### src/rtl/param_one_port_mem_if.sv
// Bus bundle for the one-port memory model.
// master: the access initiator (drives address, controls, write data, OEN).
// slave:  the memory (drives Q, QVALID, BUSY, ERR).
// Signals: a (word address), cen/wen/bwen/oen (active-low controls),
//          d (write data), q (gated read data), qvalid, busy, err.
interface param_one_port_mem_if #(
    parameter int WIDTH = 8,
    parameter int AW    = 8
);
    logic [AW-1:0]      a;
    logic               cen;
    logic               wen;
    logic [WIDTH/8-1:0] bwen;
    logic [WIDTH-1:0]   d;
    logic               oen;
    logic [WIDTH-1:0]   q;
    logic               qvalid;
    logic               busy;
    logic               err;

    modport master (
        output a, cen, wen, bwen, d, oen,
        input  q, qvalid, busy, err
    );

    modport slave (
        input  a, cen, wen, bwen, d, oen,
        output q, qvalid, busy, err
    );
endinterface

### src/rtl/param_one_port_mem.sv
// Parametrised single-port synchronous memory model.
// Ports:
//   clk       - clock, all state on the rising edge
//   rst_n     - asynchronous active-low reset
//   bus       - slave side of param_one_port_mem_if (a, cen, wen, bwen, d, oen in;
//               q, qvalid, busy, err out)
//   state_dbg - current FSM state (0 = INIT walk, 1 = IDLE)
//
// Access handshake: there is no ready signal. An access is accepted on a rising
// edge when cen=0 and busy=0; while busy=1 every access is silently dropped.
// A read returns its data RD_LAT edges later (the accepting edge counts as the
// first), marked by a one-cycle qvalid pulse; reads are accepted every cycle.
module param_one_port_mem #(
    parameter int              WIDTH      = 8,
    parameter int              DEPTH      = 256,
    parameter int              AW         = 8,
    parameter int              RD_LAT     = 1,
    parameter logic [WIDTH-1:0] INIT_VALUE = '0
) (
    input  logic                clk,
    input  logic                rst_n,
    param_one_port_mem_if.slave bus,
    output logic                state_dbg
);
    localparam int NB = WIDTH / 8;
    // AW+1 bits so DEPTH = 2**AW is representable without wrapping.
    localparam logic [AW:0] DEPTH_W = (AW+1)'(DEPTH);
    localparam logic [AW:0] LAST_W  = (AW+1)'(DEPTH - 1);

    generate
        if ((WIDTH % 8) != 0) begin : g_bad_width
            $error("param_one_port_mem: WIDTH must be a multiple of 8");
        end
        if ((RD_LAT < 1) || (RD_LAT > 4)) begin : g_bad_lat
            $error("param_one_port_mem: RD_LAT must be in 1..4");
        end
        if (DEPTH > (2 ** AW)) begin : g_bad_depth
            $error("param_one_port_mem: DEPTH must not exceed 2**AW");
        end
    endgenerate

    typedef enum logic {
        ST_INIT = 1'b0,
        ST_IDLE = 1'b1
    } state_t;

    state_t           state;
    state_t           state_next;
    logic [AW:0]      cnt;
    logic [AW:0]      cnt_next;

    logic [WIDTH-1:0] mem [DEPTH];

    logic             accept;
    logic             in_range;
    logic             rd_req;
    logic             wr_req;
    logic [WIDTH-1:0] rd_data;

    // Read pipe: stage 0 loads on the accepting edge; the last stage doubles
    // as q_reg because its data only moves when a valid read arrives.
    logic [RD_LAT-1:0] pipe_v;
    logic [WIDTH-1:0]  pipe_d [RD_LAT];
    logic              err_q;

    assign accept   = !bus.cen && (state == ST_IDLE);
    assign in_range = {1'b0, bus.a} < DEPTH_W;
    assign rd_req   = accept && bus.wen;
    assign wr_req   = accept && !bus.wen && in_range;
    // Out-of-range reads travel the normal pipe as zero.
    assign rd_data  = in_range ? mem[bus.a] : '0;

    // FSM state register.
    always_ff @(posedge clk or negedge rst_n) begin
        if (!rst_n) begin
            state <= ST_INIT;
            cnt   <= '0;
        end else begin
            state <= state_next;
            cnt   <= cnt_next;
        end
    end

    // FSM next state: walk cnt through 0..DEPTH-1 once, then sit in IDLE.
    always_comb begin
        state_next = state;
        cnt_next   = cnt;
        case (state)
            ST_INIT: begin
                cnt_next = cnt + 1'b1;
                if (cnt == LAST_W) begin
                    state_next = ST_IDLE;
                    cnt_next   = '0;
                end
            end
            default: begin
            end
        endcase
    end

    // Storage is deliberately not reset; the init walk fills it instead.
    always_ff @(posedge clk) begin
        if (state == ST_INIT) begin
            mem[cnt[AW-1:0]] <= INIT_VALUE;
        end else if (wr_req) begin
            for (int i = 0; i < NB; i++) begin
                if (!bus.bwen[i]) begin
                    mem[bus.a][8*i +: 8] <= bus.d[8*i +: 8];
                end
            end
        end
    end

    // Read pipe and error strobe. Reads sample mem before this edge's write,
    // so a read sees old data for a location written on the same edge.
    always_ff @(posedge clk or negedge rst_n) begin
        if (!rst_n) begin
            pipe_v <= '0;
            for (int i = 0; i < RD_LAT; i++) begin
                pipe_d[i] <= '0;
            end
            err_q <= 1'b0;
        end else begin
            pipe_v[0] <= rd_req;
            if (rd_req) begin
                pipe_d[0] <= rd_data;
            end
            for (int i = 1; i < RD_LAT; i++) begin
                pipe_v[i] <= pipe_v[i-1];
                if (pipe_v[i-1]) begin
                    pipe_d[i] <= pipe_d[i-1];
                end
            end
            err_q <= accept && !in_range;
        end
    end

    // OEN gates only the visible output, never the held value.
    assign bus.q      = bus.oen ? '0 : pipe_d[RD_LAT-1];
    assign bus.qvalid = pipe_v[RD_LAT-1];
    assign bus.busy   = (state == ST_INIT);
    assign bus.err    = err_q;
    assign state_dbg  = state;
endmodule

### src/flat_wrapper.sv
// flat-port wrapper written by rule: the top's interface ports become plain ports
module param_one_port_mem_flat 
#(
    parameter int              WIDTH      = 8,
    parameter int              DEPTH      = 256,
    parameter int              AW         = 8,
    parameter int              RD_LAT     = 1,
    parameter logic [WIDTH-1:0] INIT_VALUE = '0
)
  (clk, rst_n, state_dbg, bus_a, bus_cen, bus_wen, bus_bwen, bus_d, bus_oen, bus_q, bus_qvalid, bus_busy, bus_err);
  param_one_port_mem_if #(.WIDTH(WIDTH), .AW(AW)) bus_i ();
  input  logic clk;
  input  logic rst_n;
  output logic state_dbg;
  input wire logic [$bits(bus_i.a)-1:0] bus_a;
  input wire logic [$bits(bus_i.cen)-1:0] bus_cen;
  input wire logic [$bits(bus_i.wen)-1:0] bus_wen;
  input wire logic [$bits(bus_i.bwen)-1:0] bus_bwen;
  input wire logic [$bits(bus_i.d)-1:0] bus_d;
  input wire logic [$bits(bus_i.oen)-1:0] bus_oen;
  output wire logic [$bits(bus_i.q)-1:0] bus_q;
  output wire logic [$bits(bus_i.qvalid)-1:0] bus_qvalid;
  output wire logic [$bits(bus_i.busy)-1:0] bus_busy;
  output wire logic [$bits(bus_i.err)-1:0] bus_err;
  assign bus_i.a = bus_a;
  assign bus_i.cen = bus_cen;
  assign bus_i.wen = bus_wen;
  assign bus_i.bwen = bus_bwen;
  assign bus_i.d = bus_d;
  assign bus_i.oen = bus_oen;
  assign bus_q = bus_i.q;
  assign bus_qvalid = bus_i.qvalid;
  assign bus_busy = bus_i.busy;
  assign bus_err = bus_i.err;
  param_one_port_mem #(.WIDTH(WIDTH), .DEPTH(DEPTH), .AW(AW), .RD_LAT(RD_LAT), .INIT_VALUE(INIT_VALUE)) u_core (.clk(clk), .rst_n(rst_n), .bus(bus_i), .state_dbg(state_dbg));
endmodule
### config.mk
export PLATFORM = sky130hd
export DESIGN_NAME = param_one_port_mem_flat
export DESIGN_NICKNAME = d
export VERILOG_FILES = /design/src/rtl/param_one_port_mem_if.sv /design/src/rtl/param_one_port_mem.sv /design/src/flat_wrapper.sv
export SDC_FILE = /design/constraint.sdc
export NUM_CORES = 2
export LEC_CHECK = 0
export CAP_MARGIN = 20
export CORE_UTILIZATION = 55
export CTS_CLUSTER_SIZE = 20
export DETAILED_ROUTE_END_ITERATION = 8
export MAX_ROUTING_LAYER = met4
export PLACE_DENSITY_LB_ADDON = 0.15
export SYNTH_ARGS = -nofsm -noshare
export SYNTH_HDL_FRONTEND = slang
export SYNTH_SLANG_ARGS = --single-unit
### constraint.sdc
create_clock -name clk -period 6.8 [get_ports clk]
set_clock_uncertainty 0.1 [all_clocks]
set_input_delay 1.36 -clock clk [delete_from_list [all_inputs] [get_ports clk]]
set_output_delay 1.36 -clock clk [all_outputs]
set_load 0.02 [all_outputs]
# ---- Word-level counts from Yosys, hierarchy flattened
# Memory sizes are Yosys's and may differ from the RTL's. A register that Yosys moved wholly into a read port is not among the register bits.
# Cells that the tools add are included.
dict set report word_totals {
  reg_bits 11
  mem_bits_rw 2048
  in_bits 22
  output_inout_bits 12
  elab_cells 26
  memories 1
}
# name depth word_bits rd rd_clocked_by_memory_dff write_ports line
set mem_list {}
lappend mem_list {u_core.mem 256 8 1 1 1 param_one_port_mem.sv:52} ;# logic [WIDTH-1:0] mem [DEPTH];
dict set report classes {
  n_addsub 1
  n_eq_ne 1
  mux 12
  n_bitwise 1
  reduce_logical 7
}
# op count
set ops {}
lappend ops {{two-way mux 8 bit} 3}
lappend ops {{adder 9 x 1 -> 9 bit (second input constant)} 1}
lappend ops {{equality test 9 x 8 -> 1 bit (second input constant)} 1}
lappend ops {{two-way mux 9 bit} 1}
lappend ops {{two-way mux 1 bit} 8}
lappend ops {{OR reduction 8 bit} 1}
lappend ops {{logical AND 1 bit} 3}
lappend ops {{zero test 1 bit} 3}
lappend ops {{NOT 1 bit} 1}

# ---- Longest topological paths before layout
dict set report depth {
  word_depth 8
  ltp_mapped 14
  ltp_nobuf 8
}

# ---- Worst setup path before layout
# No wires, ideal clock.
dict set report synth_path {
  kind {input to register}
  from {input bus_cen}
  to {memory u_core.mem[0][0], data pin}
  arrival_time_ns 5.387
  t_required_ns 5.830
  slack_ns 0.443
  path_stages 4
  path_buffers 1
  path_cell_list {nand2b_1 nor3_2 clkbuf_1 and2_1}
}
dict set report synth_between {
  elab_chain_len 8
}
# element line
set synth_rtl {}
lappend synth_rtl {{start: declaration} flat_wrapper.sv:16} ;# input wire logic [$bits(bus_i.cen)-1:0] bus_cen;
lappend synth_rtl {{zero test 1 bit} param_one_port_mem.sv:66} ;# assign accept = !bus.cen && (state == ST_IDLE);
lappend synth_rtl {{logical AND 1 bit} param_one_port_mem.sv:66}
lappend synth_rtl {{logical AND 1 bit} param_one_port_mem.sv:69} ;# assign wr_req = accept && !bus.wen && in_range;
lappend synth_rtl {{two-way mux 1 bit} param_one_port_mem.sv:105} ;# end else if (wr_req) begin
lappend synth_rtl {{two-way mux 1 bit} param_one_port_mem.sv:103} ;# if (state == ST_INIT) begin
lappend synth_rtl {{two-way mux 1 bit (not written as such)} param_one_port_mem.sv:108} ;# mem[bus.a][8*i +: 8] <= bus.d[8*i +: 8];
lappend synth_rtl {{OR reduction 8 bit (no source line)} -}
lappend synth_rtl {{two-way mux 8 bit (no source line)} -}
lappend synth_rtl {{end: declaration} param_one_port_mem.sv:52}
# No other way between the ends.

==> results by stage <==
Synth:
- The synthesized design contains 2048 enable-type register cells.
- The number of different library cells used by synthesis comes to 79.
- Synthesis produced a netlist whose cell count is 3960.
- The fraction of registers with async set or reset after synthesis is 0.919%.
- The area of the mapped netlist is 81300 µm².
- The total of flip-flops plus latches after synthesis is 2067.
- The number of nets handed over by synthesis was 3983.
- The average footprint of a synthesized cell is 20.5 µm².
- The portion of the post-synthesis area used by sequential elements is 76.3%.
- The synthesis warning total is 0.
- In the synthesized netlist the dominant register cell turns out to be sky130_fd_sc_hd__edfxtp_1.

Finish:
- The count of filler cells inserted in the layout is 10100.
- The multi-input combinational cell area is 17700 µm².
- In the final layout, the share of cells above drive strength 1 is 19.7%.
- The final core utilization is 61.6%.
- The final net count is 4100.
- Leaving out fill and tap cells, the most frequent cell in the layout is sky130_fd_sc_hd__edfxtp_1.
- The library cells used most frequently in the layout, excluding fill and tap cells, are sky130_fd_sc_hd__edfxtp_1 (2048), sky130_fd_sc_hd__mux4_2 (400), sky130_fd_sc_hd__nor2_1 (304).
- Registers take 62000 µm².
- Compared with the post-synthesis result, the final layout area differs by 10.8%.

Clock network:
- The tree is rooted in a sky130_fd_sc_hd__clkbuf_16.
- The clock passes through at most 3 buffers.
- TritonCTS created 203 clock buffers.
- The number of sinks driven by the clock tree is 2067.
- The H-tree was split into 4 levels.
- After clock tree synthesis, the flow added hold-fix buffers numbering 0.
- The later pin in the worst-skew pair is clocked with a latency of 0.83 ns.
- After clock tree synthesis, the clock-pin slew on the worst setup and hold paths is 0.07 ns.
- Once the clock tree was built, the resizer swapped 0 gates to a different size.
- The clock tree from TritonCTS is built.
- The count of buffers added by post-CTS timing repair for setup is 0.

Setup path:
- The setup path with the least slack is of type in2reg.
- The arrival time reported for the critical path endpoint is 5.78 ns.
- The type of element launching the critical path is an input pin.
- Along the worst path, the maximum fanout reaches 16.
- The data required time at the worst endpoint is 7.47 ns.
- The element type at the critical path end is a flip-flop.

Worst hold path:
- The path class of the tightest hold or removal check is reg2reg.

Floorplanning:
- The core footprint is 146000 µm².
- 34 I/O pins were placed.
- The number of rows created at floorplan is 140.
- The die width is 386 µm.
- The die outline area is 149000 µm².
- From bottom edge to top edge, the die measures 386 µm.
- Once the floorplan was initialized, standard cells occupied 55.6% of the core.

Global routing:
- The first global-routing pass estimated 313000 µm of wire.
- The initial antenna violation count is 9.
- The global-route usage over all layers is 30.9%.
- The maximum number of pins on one net before global-route repair is 129.
- The residual overflow from global routing is 0.
- The number of global-route vias before repair was 40400.

STA:
- Derived from the worst setup path, the maximum achievable clock frequency is 0.196 GHz.
- Headroom to the max-slew limit came out at 19.4%.
- The number of endpoints failing setup at the final stage is 0.
- The final-report hold violation count is 0.
- The transition time at the pin with the least slew margin is 1.21 ns.
- The accumulated negative setup slack is 0 ns.
- The clock period could shrink to 5.11 ns.
- Setup repair after global routing left no endpoint under its margin.
- The total count of max-transition violations in the final report is 0.
- In the finished design, the share of the clock period the worst path needs comes to 75.2%.

Power:
- The internal portion of the total power is 20.2 mW.
- The share of power burned in the clock network is 43.0%.
- The total power divided by cell area is 282 nW/µm².
- The combinational share of power is 2.7%.
- The leakage power is 23.1 nW.
- The switching power is 5.16 mW.
- IR analysis of the VDD net gives a maximum drop of 0.000223 V.
- The proportion of power drawn by flip-flops and latches is 54.3%.
- Net switching is 20.3% of the power.

Routing:
- The residual antenna-violating net count after detailed routing is 0.
- The count of unresolved DRC violations after routing is 0.
- The initial DRC count is 6153.
- The routed wirelength normalized by instance count is 36.1 µm.
- The number of vias in the routed layout is 41900.
- The via-per-instance ratio is 6.80.
- The total iterations of the first detailed-routing run is 8.
- After detailed routing, the total wire length is 222000 µm.

Placement:
- The detailed placer's ending HPWL is 140000 µm.
- Buffers placed on the I/O ports in this run total 32.
- Routability-driven placement finished with a final weighted congestion of 0.949.

Status:
- The run finished with clean final reports.

Flow run:
- The reported max-cap violation count is 0.
power groups by stage:
| stage | clock (mW) | combinational [mW] | sequential [mW] |
|---|---|---|---|
| after global routing | 11.4 | 0.695 | 13.8 |
| after detailed placement | 0 | 0.667 | 14.1 |
| after global placement | 0 | 0.668 | 14.1 |
| final | 10.9 | 0.683 | 13.8 |
| after CTS | 11.0 | 0.668 | 13.8 |
| after floorplan | 0 | 0.439 | 14.1 |
path summary, 6_finish.rpt:
path                                  start                  to  slack [ns]  depth (start not counted)
max reg2reg                u_core.state_dbg  u_core.mem[188][6]        2.19                          7
max                                bus_a[5]    u_core.pipe_d[2]        1.69                         10
min reg2reg                   u_core.cnt[8]       u_core.cnt[8]        0.44                          1
min                           u_core.cnt[8]       u_core.cnt[8]        0.44                          1
max in group asynchronous             rst_n    u_core.state_dbg        5.57                          2
min in group asynchronous             rst_n   u_core.bus.qvalid        0.64                          1
per-layer routing:
metal	track usage, %	vias up	share of wire, %
met4	9.72	0	3.3
met3	7.40	395	12
met2	44.0	2665	45
met1	44.6	22100	40
met5	-	-	0
li1	-	16700	-
metrics by stage:
stage | setup WS (ns) | std cells | hold WS [ns] | area, µm² | total power, mW
3_5_place_dp | 1.12 | 5787 | 0.417 | 83600 | 14.7
3_3_place_gp | 1.09 | 5786 | 0.399 | 83600 | 14.7
5_1_grt | 1.80 | 6164 | 0.467 | 90000 | 25.9
4_1_cts | 1.99 | 6156 | 0.434 | 90000 | 25.4
2_1_floorplan | 0.443 | 3960 | 0.348 | 81300 | 14.5
6_report | 1.69 | 6165 | 0.441 | 90000 | 25.4
cells by family after synthesis:
family / share of synthesized area, %
AO/OA/AOI/OAI: 3.07
XOR/XNOR: 0.0539
adder cells (fa/ha/maj): 0.0154
buffers and inverters: 2.09
flip-flops: 76.3
multiplexers: 15.1
other: 0.00461
AND/OR/NAND/NOR: 3.41
cell type report:
class / count / share of cell area (%)
inverter: 8 / 0.0389
tap: 1917 / 2.66
clock inverter: 108 / 1.10
timing repair buffer: 154 / 1.73
antenna: 7 / 0.0195
multi-input combinational: 1643 / 19.6
clock buffer: 261 / 5.98
sequential: 2067 / 68.9
state kept, by name (all words and copies together) (netlist names):
name	count
u_core.bus.qvalid	1
u_core.cnt	9
u_core.mem	2048
u_core.pipe_d	8
u_core.state_dbg	1
critical path: stages:
cell                              delay (ns)
sky130_fd_sc_hd__clkdlybuf4s50_1        0.94
sky130_fd_sc_hd__buf_4                  0.44
sky130_fd_sc_hd__nand3b_1               0.30
sky130_fd_sc_hd__buf_4                  0.35
sky130_fd_sc_hd__a2111oi_0              0.18
sky130_fd_sc_hd__buf_4                  0.21
sky130_fd_sc_hd__nor4_1                 0.92
sky130_fd_sc_hd__o211ai_1               0.47
sky130_fd_sc_hd__nor4_1                 0.38
sky130_fd_sc_hd__a221o_1                0.18
cell usage after synthesis (9+ instances only):
library cell,count,area share [%]
sky130_fd_sc_hd__mux4_1,45,1.5
sky130_fd_sc_hd__edfxtp_1,2048,76
sky130_fd_sc_hd__nor3_1,29,0.18
sky130_fd_sc_hd__nor4_1,14,0.11
sky130_fd_sc_hd__mux2i_1,200,2.5
sky130_fd_sc_hd__nor2b_1,14,0.11
sky130_fd_sc_hd__buf_8,18,0.33
sky130_fd_sc_hd__clkbuf_1,95,0.44
sky130_fd_sc_hd__nand3b_1,13,0.12
sky130_fd_sc_hd__buf_6,39,0.54
sky130_fd_sc_hd__mux4_2,400,11
sky130_fd_sc_hd__dfrtp_1,19,0.59
sky130_fd_sc_hd__a31oi_1,20,0.15
sky130_fd_sc_hd__nand3_1,46,0.28
sky130_fd_sc_hd__and3_1,9,0.069
sky130_fd_sc_hd__buf_2,58,0.36
sky130_fd_sc_hd__o221ai_1,39,0.42
sky130_fd_sc_hd__nor2_1,306,1.4
sky130_fd_sc_hd__buf_4,17,0.16
sky130_fd_sc_hd__nand2_1,132,0.61
sky130_fd_sc_hd__o21ai_0,53,0.33
sky130_fd_sc_hd__a211oi_1,30,0.28
sky130_fd_sc_hd__and2_1,17,0.13
sky130_fd_sc_hd__a22oi_1,36,0.33
sky130_fd_sc_hd__a2111oi_0,15,0.16
sky130_fd_sc_hd__a21oi_1,35,0.22
sky130_fd_sc_hd__o22ai_1,68,0.52
sky130_fd_sc_hd__or3_1,10,0.077
No activity file was read; power rests on OpenSTA's default activity.
